<file path="config.mk">
export PLATFORM = sky130hd
export DESIGN_NAME = gpio_stream_rx
export DESIGN_NICKNAME = d
export VERILOG_FILES = /design/src/rtl/gpio_stream_rx.sv
export SDC_FILE = /design/constraint.sdc
export NUM_CORES = 1
export LEC_CHECK = 0
export CORE_ASPECT_RATIO = 1.5
export CORE_MARGIN = 8
export CORE_UTILIZATION = 40
export CTS_CLUSTER_DIAMETER = 40
export CTS_CLUSTER_SIZE = 20
export DETAILED_ROUTE_END_ITERATION = 7
export PLACE_DENSITY = 0.61
export SETUP_SLACK_MARGIN = 0.5
export SYNTH_ARGS = -nofsm -noshare
export SYNTH_HDL_FRONTEND = slang
export SYNTH_SLANG_ARGS = --single-unit
export TNS_END_PERCENT = 1
</file>
<file path="constraint.sdc">
create_clock -name clk -period 2.5 [get_ports clk]
set_clock_uncertainty 0.1 [all_clocks]
set_input_delay 0.375 -clock clk [delete_from_list [all_inputs] [get_ports clk]]
set_output_delay 0.375 -clock clk [all_outputs]
set_load 0.01 [all_outputs]
</file>
<file path="src/rtl/gpio_stream_rx.sv">
// gpio_stream_rx: deserialises the GPIO (data) / GPIOBoolean (strobe) bit stream LSB-first
// into WORD_W-bit words buffered in a first-word-fall-through FIFO.
// Optional macro GPIO_RX_PARITY_EN adds a trailing even-parity bit per word.
module gpio_stream_rx #(
    parameter int WORD_W  = 8,
    parameter int DEPTH   = 8,
    parameter int TIMEOUT = 64
) (
    input  logic                       clk,
    input  logic                       reset,
    input  logic                       gpio_bit,
    input  logic                       gpio_valid,
    input  logic                       rd_en,
    input  logic                       clr_err,
    output logic [WORD_W-1:0]          rd_data,
    output logic                       empty,
    output logic                       full,
    output logic [$clog2(DEPTH+1)-1:0] count,
    output logic                       overflow,
    output logic                       timeout_err,
    output logic                       parity_err
);
`ifdef GPIO_RX_PARITY_EN
    localparam int FRAME = WORD_W + 1;
`else
    localparam int FRAME = WORD_W;
`endif
    localparam int BC_W  = $clog2(FRAME + 1);
    localparam int IC_W  = $clog2(TIMEOUT + 1);
    localparam int PTR_W = $clog2(DEPTH);
    localparam int CNT_W = $clog2(DEPTH + 1);

    typedef enum logic {IDLE = 1'b0, SHIFT = 1'b1} state_t;

`ifdef GPIO_RX_PARITY_EN
    function automatic logic even_parity(input logic [WORD_W-1:0] data);
        return ^data;
    endfunction
`endif

    state_t            state_r, state_s;
    logic [WORD_W-1:0] shift_r, word_s, head_s, rd_data_r;
    logic [BC_W-1:0]   bitcnt_r;
    logic [IC_W-1:0]   idle_r;
    logic [PTR_W-1:0]  wr_ptr_r, rd_ptr_r, rd_ptr_s;
    logic [CNT_W-1:0]  count_r, count_s;
    logic [WORD_W-1:0] mem_r [DEPTH];
    logic              last_bit_s, parity_ok_s, timeout_s;
    logic              push_s, pop_s, drop_s, parity_fail_s;
    logic              empty_r, full_r, overflow_r, timeout_err_r, parity_err_r;

`ifdef GPIO_RX_PARITY_EN
    assign parity_ok_s = (even_parity(shift_r) == gpio_bit);
`else
    assign parity_ok_s = 1'b1;
`endif

    // Current word with this cycle's strobed bit merged in at position bitcnt_r
    always_comb begin
        word_s = shift_r;
        for (int i = 0; i < WORD_W; i++) begin
            if (gpio_valid && (bitcnt_r == BC_W'(i))) begin
                word_s[i] = gpio_bit;
            end else begin
                word_s[i] = shift_r[i];
            end
        end
    end

    // FSM next state; a strobe on the terminal idle count wins over the timeout
    always_comb begin
        state_s    = state_r;
        last_bit_s = gpio_valid && (bitcnt_r == BC_W'(FRAME - 1));
        timeout_s  = 1'b0;
        case (state_r)
            IDLE: begin
                if (gpio_valid && !last_bit_s) begin
                    state_s = SHIFT;
                end else begin
                    state_s = IDLE;
                end
            end
            SHIFT: begin
                if (last_bit_s) begin
                    state_s = IDLE;
                end else if (!gpio_valid && (idle_r == IC_W'(TIMEOUT - 1))) begin
                    timeout_s = 1'b1;
                    state_s   = IDLE;
                end else begin
                    state_s = SHIFT;
                end
            end
            default: begin
                state_s = IDLE;
            end
        endcase
    end

    // FIFO control and next registered head (may be the word being written)
    always_comb begin
        pop_s         = rd_en && !empty_r;
        push_s        = last_bit_s && parity_ok_s && (!full_r || pop_s);
        drop_s        = last_bit_s && parity_ok_s && full_r && !pop_s;
        parity_fail_s = last_bit_s && !parity_ok_s;
        rd_ptr_s      = pop_s ? (rd_ptr_r + PTR_W'(1)) : rd_ptr_r;
        if (push_s && !pop_s) begin
            count_s = count_r + CNT_W'(1);
        end else if (pop_s && !push_s) begin
            count_s = count_r - CNT_W'(1);
        end else begin
            count_s = count_r;
        end
        if (count_s == {CNT_W{1'b0}}) begin
            head_s = {WORD_W{1'b0}};
        end else if (push_s && (rd_ptr_s == wr_ptr_r)) begin
            head_s = word_s;
        end else begin
            head_s = mem_r[rd_ptr_s];
        end
    end

    // Receiver state: FSM, shift register, bit and idle counters
    always_ff @(posedge clk or posedge reset) begin
        if (reset) begin
            state_r  <= IDLE;
            shift_r  <= {WORD_W{1'b0}};
            bitcnt_r <= {BC_W{1'b0}};
            idle_r   <= {IC_W{1'b0}};
        end else begin
            state_r <= state_s;
            if (last_bit_s || timeout_s) begin
                shift_r  <= {WORD_W{1'b0}};
                bitcnt_r <= {BC_W{1'b0}};
            end else if (gpio_valid) begin
                shift_r  <= word_s;
                bitcnt_r <= bitcnt_r + BC_W'(1);
            end else begin
                shift_r  <= shift_r;
                bitcnt_r <= bitcnt_r;
            end
            if ((state_r == SHIFT) && !gpio_valid && !timeout_s) begin
                idle_r <= idle_r + IC_W'(1);
            end else begin
                idle_r <= {IC_W{1'b0}};
            end
        end
    end

    // FIFO storage
    always_ff @(posedge clk) begin
        if (push_s) begin
            mem_r[wr_ptr_r] <= word_s;
        end
    end

    // FIFO pointers, count, status and registered head
    always_ff @(posedge clk or posedge reset) begin
        if (reset) begin
            wr_ptr_r  <= {PTR_W{1'b0}};
            rd_ptr_r  <= {PTR_W{1'b0}};
            count_r   <= {CNT_W{1'b0}};
            empty_r   <= 1'b1;
            full_r    <= 1'b0;
            rd_data_r <= {WORD_W{1'b0}};
        end else begin
            wr_ptr_r  <= push_s ? (wr_ptr_r + PTR_W'(1)) : wr_ptr_r;
            rd_ptr_r  <= rd_ptr_s;
            count_r   <= count_s;
            empty_r   <= (count_s == {CNT_W{1'b0}});
            full_r    <= (count_s == CNT_W'(DEPTH));
            rd_data_r <= head_s;
        end
    end

    // Sticky error flags; a new event beats clr_err
    always_ff @(posedge clk or posedge reset) begin
        if (reset) begin
            overflow_r    <= 1'b0;
            timeout_err_r <= 1'b0;
            parity_err_r  <= 1'b0;
        end else begin
            overflow_r    <= drop_s | (overflow_r & ~clr_err);
            timeout_err_r <= timeout_s | (timeout_err_r & ~clr_err);
            parity_err_r  <= parity_fail_s | (parity_err_r & ~clr_err);
        end
    end

    assign rd_data     = rd_data_r;
    assign empty       = empty_r;
    assign full        = full_r;
    assign count       = count_r;
    assign overflow    = overflow_r;
    assign timeout_err = timeout_err_r;
    assign parity_err  = parity_err_r;
endmodule

</file>
==> impl_metrics.py, run 1 <==
metrics = {
    "status": {
        "status": "finished clean",
    },
    "power": {
        "power_density_mw_per_mm2": 1233,
        "peakVddDrop_mv": 0.6399,
        "power_w": 0.007163,
        "leakagePower_nw": 2.372,
    },
    "detailed_routing": {
        "drt-initial-drc-count": 90,
        "wl_met3_um": 250,
        "via_count": 2688,
        "wl_per_cell_um": 16.69,
        "drt-met1-wl_um": 3721,
        "via_per_inst": 4.969,
        "routed.top_layer": "met4",
        "drc_errors": 0,
        "met2_length_um": 4898,
        "dr.pass1.iters": 4,
        "ant_nets": 0,
        "routed_wl_um": 9030,
    },
    "clock_tree": {
        "cts_max_level": 3,
        "clk_latency_ns": 0.35,
        "path_clk_slew_ns": 0.08,
        "ctsHoldBuffers": 0,
        "cts.path.max_buffers": 2,
        "clockRootBuffer": "clkbuf_16",
        "cts.sinks": 107,
        "cts_buffers": 9,
        "cts_tree": "done",
    },
    "timing": {
        "setup_violations": 0,
        "finalMaxSlewViolations": 0,
        "period_share_pct": 85.36,
        "period_minus_slack_ns": 2.134,
        "maxSlewHeadroom_pct": 56.97,
        "rsz0062_at_grt": "yes",
        "report.final.hold_viol_count": 0,
        "fmax_ghz": 0.4686,
        "worstMarginPinSlew_ns": 0.6387,
    },
    "floorplan": {
        "die_w_um": 104.6,
        "core_area_mm2": 0.01147,
        "die_h_um": 148.9,
        "rows": 48,
        "initial_core_util_pct": 41.04,
        "dieArea_mm2": 0.01557,
        "io_pins": 23,
    },
    "cells_and_area": {
        "drive_gt1_share_pct": 24.55,
        "syn2layout_area_growth_pct": 23.39,
        "final_util_pct": 50.64,
        "diodes": 0,
        "layout.nets": 401,
        "fillers": 972,
    },
    "synthesis": {
        "ys.flop_type": "edfxtp_1",
        "synth-edff-count": 64,
        "yosysMostFrequentCell": "edfxtp_1",
        "netlist_area_mm2": 0.004708,
        "async_flop_share_pct": 40.19,
        "yosys.cell_types.count": 39,
        "synthCells": 327,
        "ys_warn_count": 0,
        "ys_seq_elements": 107,
        "synth_top_cell_by_area": "edfxtp_1",
        "synth_common_cells": "edfxtp_1, mux2i_1, dfrtp_1",
        "syn_nets": 342,
        "synth_top_area_share_pct": 40.82,
        "synth_area_leaders": "edfxtp_1, dfrtp_1, mux2i_1",
        "avgSynthCellArea_um2": 14.40,
        "ys_seq_area_share_pct": 63.70,
    },
    "worst_setup_path": {
        "end_kind": "flip-flop",
        "arrival_ns": 2.30,
        "path_max_fanout": 8,
        "crit_path_start_kind": "flip-flop",
        "cp_data_required_time_ns": 2.66,
        "critPathKind": "reg -> reg",
    },
    "placement": {
        "portBuffers": 22,
        "gp_congestion": 0.7522,
        "dpl.hpwl_um": 6460,
    },
    "min_path": {
        "hold_path_class": "reg -> reg",
    },
    "flow_run": {
        "drv_cap": 0,
    },
    "global_route": {
        "antenna_found_initial": 0,
        "grt_max_degree": 44,
        "grt_pass1_vias": 2790,
        "gr-total-overflow": 0,
        "grt_pass1_wl_um": 14700,
        "grt_util_all_layers_pct": 12.13,
    },
}
-- where the power goes --
part | internal [W] | total, W | leakage, nW | switching (W)
Sequential | 0.00231 | 0.00259 | 1.12 | 0.000280
Clock | 0.000700 | 0.00137 | 0.140 | 0.000666
Combinational | 0.00169 | 0.00320 | 1.11 | 0.00152
-- flip-flops by register name (all words and copies together), names as in the netlist --
| name | cells |
|---|---|
| mem_r | 64 |
| rd_data | 8 |
| shift_r | 8 |
| idle_r | 7 |
| bitcnt_r | 4 |
| count | 4 |
| rd_ptr_r | 3 |
| wr_ptr_r | 3 |
| empty | 1 |
| full | 1 |
| overflow | 1 |
| parity_err | 1 |
| state_r | 1 |
| timeout_err | 1 |
-- critical path, cell delays in order, from the launching register on --
cell	delay (ns)
dfstp_2	0.56
nor2b_4	0.05
buf_6	0.13
xnor2_4	0.25
xnor2_1	0.10
a2111o_1	0.31
or2_0	0.22
buf_6	0.15
a211oi_2	0.17
-- metal layers --
metal,vias up,track usage (%)
met5,-,0
met4,0,5.376
met3,9,2.595
met2,31,21.94
met1,1329,13.38
li1,1319,-
-- cell usage in the layout (no fill, tap or decap), types with 3 or more instances in the layout --
master and count:
dfrtp_1 39, clkbuf_16 9, dfrtp_2 3, nor3_2 3, nor3b_2 3, nor2_2 5, mux2i_1 57, nand2_1 10
inv_1 10, buf_6 3, xor2_1 5, xnor2_1 8, a211oi_2 8, o21ai_0 6, nand2b_1 5, nor3_1 11
mux2_2 8, buf_4 29, clkdlybuf4s50_1 22, nand3_1 4, and3_1 11, nor2_1 13, ha_1 8, buf_12 5
edfxtp_1 64, nand4b_1 3
-- stage by stage --
stage / instance area (µm²) / setup slack, ns / setup TNS [ns] / cells / hold slack (ns)
2_1_floorplan: 4738 / 0.2767 / 0 / 327 / 0.3251
4_1_cts: 5719 / 0.3272 / 0 / 537 / 0.3727
3_5_place_dp: 5381 / -0.1152 / -2.792 / 519 / 0.3625
6_report: 5809 / 0.3659 / 0 / 541 / 0.3668
3_3_place_gp: 5381 / -0.08905 / -2.491 / 519 / 0.3444
5_1_grt: 5809 / 0.2762 / 0 / 541 / 0.3831
-- cells by family (layout without fill, tap and decap cells) --
| kind of cell | count (synthesis) | in the layout | synth area share, % |
|---|---|---|---|
| buffers and inverters | 23 | 87 | 2.019 |
| multiplexers | 67 | 67 | 14.48 |
| flip-flops | 107 | 107 | 63.70 |
| AND/OR/NAND/NOR | 82 | 82 | 9.514 |
| AO/OA/AOI/OAI | 23 | 23 | 4.119 |
| adder cells (fa/ha/maj) | 9 | 9 | 2.392 |
| XOR/XNOR | 16 | 16 | 3.774 |
-- layout make-up --
| type | count | area [µm²] | share of cell area (%) |
|---|---|---|---|
| Sequential cell | 107 | 3003 | 51.69 |
| Multi-Input combinational cell | 197 | 1710 | 29.44 |
| Timing Repair Buffer | 60 | 576.8 | 9.929 |
| Clock buffer | 9 | 225.2 | 3.877 |
| Tap cell | 150 | 187.7 | 3.231 |
| Clock inverter | 7 | 65.06 | 1.120 |
| Inverter | 11 | 41.29 | 0.7107 |
-- timing repair --
| item | 4_1_cts | 5_1_grt |
|---|---|---|
| endpoints found under the hold margin | 0 | 0 |
| setup buffers | 2 | 3 |
| cloned | 0 | 1 |
| endpoints found under the setup margin | 84 | 110 |
| gates resized for setup | 8 | 16 |
| pin swaps | 1 | 3 |
-- path summary, 6_finish.rpt --
check	startpoint	endpoint	slack, ns	cells after the start
worst max register to register	empty	rd_data[6]	0.37	8
worst max-delay path	empty	rd_data[6]	0.37	8
worst min-delay path	idle_r[0]	idle_r[0]	0.37	1
min in group asynchronous	reset	count[2]	0.38	3
worst min register to register	idle_r[0]	idle_r[0]	0.37	1
max in group asynchronous	reset	bitcnt_r[2]	1.51	3
(Power assumes the default switching activity.)
==> inputs of run 2 (changes only) <==
--- a/config.mk
+++ b/config.mk
@@ -11,8 +11,8 @@
 export CTS_CLUSTER_DIAMETER = 40
 export CTS_CLUSTER_SIZE = 20
 export DETAILED_ROUTE_END_ITERATION = 7
+export GPL_TIMING_DRIVEN = 1
 export PLACE_DENSITY = 0.61
-export SETUP_SLACK_MARGIN = 0.5
 export SYNTH_ARGS = -nofsm -noshare
 export SYNTH_HDL_FRONTEND = slang
 export SYNTH_SLANG_ARGS = --single-unit
==> run 2 against run 1 <==
Core utilization decreased by 1.7 points; die area unchanged; critical path depth unchanged; non-clock buffer count decreased by 9; cell count decreased by 1.7%; final area decreased by 3.3%; maximum frequency decreased by 7.8%; sequential power about the same; combinational power decreased by 9.1%; first-iteration DRC count increased by 21%; count of clock-buffer cells in the layout unchanged; total power decreased by 3.9%; critical endpoint is now rd_data[2]; largest cell class unchanged; largest power group unchanged; highest routed layer unchanged.
==> impl_metrics.py, run 2 (synthesized netlist as in run 1, its figures left out) <==
metrics = {
    "status": {
        "status": "finished clean",
    },
    "worst_setup_path": {
        "cp_data_required_time_ns": 2.66,
        "path_max_fanout": 9,
        "end_kind": "flip-flop",
        "reg2reg_from": "bitcnt_r[1]",
        "arrival_ns": 2.48,
        "critPathKind": "reg -> reg",
        "crit_path_start_kind": "flip-flop",
        "cp-startpoint": "bitcnt_r[1]",
    },
    "global_route": {
        "antenna_found_initial": 0,
        "gr-total-overflow": 0,
        "grt_pass1_wl_um": 14150,
        "grt_pass1_vias": 2727,
        "grt_max_degree": 34,
        "grt_util_all_layers_pct": 11.70,
    },
    "placement": {
        "dp.cells": 516,
        "dpl.hpwl_um": 6149,
        "gp_congestion": 0.7529,
        "portBuffers": 22,
        "dp_slack_ns": -0.1022,
    },
    "power": {
        "peakVddDrop_mv": 0.4759,
        "power_w": 0.006882,
        "power_density_mw_per_mm2": 1225,
        "leakagePower_nw": 2.291,
    },
    "detailed_routing": {
        "drc_errors": 0,
        "routed_wl_um": 8674,
        "dr.pass1.iters": 4,
        "drt-initial-drc-count": 109,
        "via_count": 2630,
        "wl_per_cell_um": 16.30,
        "ant_nets": 0,
        "via_per_inst": 4.944,
    },
    "cells_and_area": {
        "final_cell_mix": "edfxtp_1, mux2i_1, dfrtp_1, buf_4, clkdlybuf4s50_1",
        "diodes": 0,
        "layout_commonest_cell": "edfxtp_1",
        "drive_gt1_share_pct": 17.54,
        "largest_reg_flops": 64,
        "largest_register": "mem_r",
        "instances_no_fill": 532,
        "layout.nets": 392,
        "fillers": 996,
        "syn2layout_area_growth_pct": 19.29,
    },
    "timing": {
        "report.final.hold_viol_count": 0,
        "setup_violations": 0,
        "fin_ws_ns": 0.1846,
        "worstMarginPinSlew_ns": 0.6654,
        "rsz0062_at_grt": "no",
        "fmax_ghz": 0.4319,
        "maxSlewHeadroom_pct": 55.17,
        "period_share_pct": 92.62,
        "finalMaxSlewViolations": 0,
        "period_minus_slack_ns": 2.315,
    },
    "floorplan": {
        "core_area_mm2": 0.01147,
        "rows": 48,
        "die_w_um": 104.6,
        "io_pins": 23,
        "dieArea_mm2": 0.01557,
        "initial_core_util_pct": 41.04,
        "die_h_um": 148.9,
    },
    "clock_tree": {
        "cts.sinks": 107,
        "cts.path.max_buffers": 2,
        "cts_tree": "done",
        "clockRootBuffer": "clkbuf_16",
        "clk_latency_ns": 0.34,
        "path_clk_slew_ns": 0.07,
        "cts_max_level": 3,
        "cts_buffers": 9,
    },
    "flow_run": {
        "drv_cap": 0,
    },
    "min_path": {
        "hold_path_class": "in -> async",
    },
}
[run 2: changes by cell type in the layout (fill, tap and decap cells not counted), sizes merged]
cell	change
bufinv	+1
buf	-9
clkinv	+1
clkinvlp	-1
inv	-1
[run 2: layout make-up]
class	instances	area, µm²	share of cell area (%)
Sequential cell	107	3000	53.42
Multi-Input combinational cell	197	1614	28.74
Timing Repair Buffer	51	475.5	8.465
Clock buffer	9	225.2	4.010
Tap cell	150	187.7	3.341
Clock inverter	7	72.57	1.292
Inverter	11	41.29	0.7351
[run 2: worst paths after layout]
check	endpoint	slack, ns	cells after the start
max	rd_data[2]	0.18	8
max in group asynchronous	bitcnt_r[0]	1.52	3
min	count[0]	0.27	2
max reg2reg	rd_data[2]	0.18	8
min reg2reg	idle_r[0]	0.36	1
min in group clk	idle_r[0]	0.36	1
[run 2: critical path: stages (launching register included)]
cell       delay, ns
dfrtp_1         0.42
ha_1            0.26
nand4b_2        0.18
or3_1           0.42
a2bb2oi_1       0.17
xnor2_1         0.26
nor3_2          0.07
buf_4           0.19
a211oi_2        0.15
[run 2: layer usage]
layer | global-route usage, % | share of wire (%) | vias to the layer above
li1 | - | - | 1297
met1 | 12.63 | 42 | 1297
met2 | 21.34 | 54 | 24
met3 | 2.336 | 2.6 | 12
met4 | 5.806 | 2.2 | 0
met5 | 0 | 0 | -
[run 2: what timing repair did]
action / 4_1_cts / 5_1_grt
resized for setup: 0 / 1
hold buffers: 0 / 0
endpoints found under the setup margin: 0 / 1
setup buffers: 0 / 0
[run 2: report_power, final]
| group | switching (W) | internal, W |
|---|---|---|
| sequential | 0.000250 | 0.00231 |
| clock | 0.000626 | 0.000782 |
| combinational | 0.00143 | 0.00148 |
[run 2: metrics by stage]
step	instance area (µm²)	hold slack, ns	TNS (ns)	utilization, %
after global placement	5318	0.3463	-0.2976	46.36
after CTS	5615	0.2798	0	48.95
after floorplan	4708	0.3251	0	-
final	5617	0.2666	0	48.96
after global routing	5617	0.3129	0	48.96
after detailed placement	5318	0.3515	-0.5813	46.36
==> RTL change (flow settings as in run 2) <==
Register the output `count` once more, with the module's reset; this adds one clock of latency there. The other outputs are not delayed to match. Comments in the files are not updated.
--- a/src/rtl/gpio_stream_rx.sv
+++ b/src/rtl/gpio_stream_rx.sv
@@ -190,3 +190,9 @@
     assign full        = full_r;
-    assign count       = count_r;
+    always_ff @(posedge clk or posedge reset) begin
+        if (reset) begin
+            count <= '0;
+        end else begin
+            count <= count_r;
+        end
+    end
     assign overflow    = overflow_r;
Behaviour: not the same (Yosys sat finds a counterexample within 10 cycles, from zero or initial values and one cycle with reset high).
==> RTL change against run 2 <==
Wire length increased by 13%. Total power increased by 2.8%. Setup slack got worse by 0.091 ns. Area after synthesis increased by 3.6%. Sequential share of layout area decreased by 0.57 points. Hold slack improved by 0.025 ns. Sequential cell count increased by 4. Fmax decreased by 3.8%. Cell area increased by 4.4%.
==> RTL change: results (changes against run 2) <==
Iter 0 DRT Violations - 130 (+19%)
Synth area leaders - edfxtp_1, dfrtp_1, mux2i_1
Syn Nets - 350 (+2.3%)
final net count - 403 (+2.8%)
peak supply drop - 0.0004234 V (-11%)
crit path DAT - 2.54 ns (+0.06 ns)
Synth top cells by count - edfxtp_1, dfrtp_1, mux2i_1, nor2_1, nand2_1
Pint - 4.865 mW (+6.3%)
drt total wl - 9.790 mm (+13%)
Worst-Margin Slew - 0.5485 ns (-0.1169 ns)
post-DR wirelength/cell - 17.93 um (+10%)
Post-DP Area - 5490 um^2 (+3.2%)
Layout area overhead - 20.27%
inverters - 12 (+1)
pre-CTS WS - -0.1475 ns (-0.04528 ns)
global-route wire length before repair - 15.15 mm (+7.1%)
Distinct cells, synth - 51 (+31%)
Placed Cells - 527 (+2.1%)
run status - completed
Seq/Total Area, Yosys - 0.6356 (-0.001375)
Non-clk bufs - 57 (+12%)
detailed placement HPWL - 6.556 mm (+6.6%)
gp weighted congestion - 0.8200 (+8.9%)
ys async rst share - 0.4234 (+0.02155)
Seq cells - 111 (+3.7%)
Filler cells - 1,018 (+2.2%)
vias in the first global route - 2,841 (+4.2%)
==> RTL change: cell count changes after synthesis, sizes merged, moves of 5 or more <==
cell,run 2,this run
mux2i,58,30
mux4,0,8
nor2,18,28
nor3,15,8
nor3b,5,0
==> RTL change: power groups by stage <==
| stage | Sequential, mW | Clock, mW | Combinational (mW) |
|---|---|---|---|
| floorplan | 2.66 | 0 | 1.97 |
| global placement | 2.70 | 0 | 2.70 |
| detailed placement | 2.71 | 0 | 2.79 |
| CTS | 2.67 | 1.64 | 2.79 |
| global route | 2.71 | 1.70 | 3.04 |
| finish | 2.67 | 1.61 | 2.80 |
==> RTL change: repair_timing <==
item | CTS | global route
hold buffers | 0 | 0
endpoints found under the hold margin | 0 | 0
setup buffers | 0 | 2
resized for setup | 0 | 6
setup endpoints to repair | 0 | 9
==> RTL change: layer usage <==
layer | vias to the layer above | global-route usage | routed length [um]
li1 | 1342 | - | -
met1 | 1411 | 0.1382 | 4059
met2 | 47 | 0.2213 | 5094
met3 | 20 | 0.02981 | 295
met4 | 0 | 0.06572 | 341
met5 | - | 0 | 0
==> RTL change: path summary, 6_finish.rpt <==
check | to | slack [ns] | cells after the start
worst max-delay path | rd_data[7] | 0.09 | 8
worst min-delay path | rd_data[2] | 0.29 | 2
worst max register to register | rd_data[7] | 0.09 | 8
worst min register to register | count[3] | 0.31 | 0
max in group asynchronous | empty | 1.41 | 3
min in group clk | count[3] | 0.31 | 0
==> RTL change: logic make-up (layout without fill, tap and decap cells) <==
kind of cell    Yosys count  in the layout  share of synthesized area
flops                   111            111                     0.6356
simple gates             99             99                     0.1124
mux                      46             46                     0.1203
compound gates           27             27                    0.04439
buf+inv                  27             85                    0.02977
xor+xnor                 16             16                    0.03439
fa+ha+maj                 9              9                    0.02310
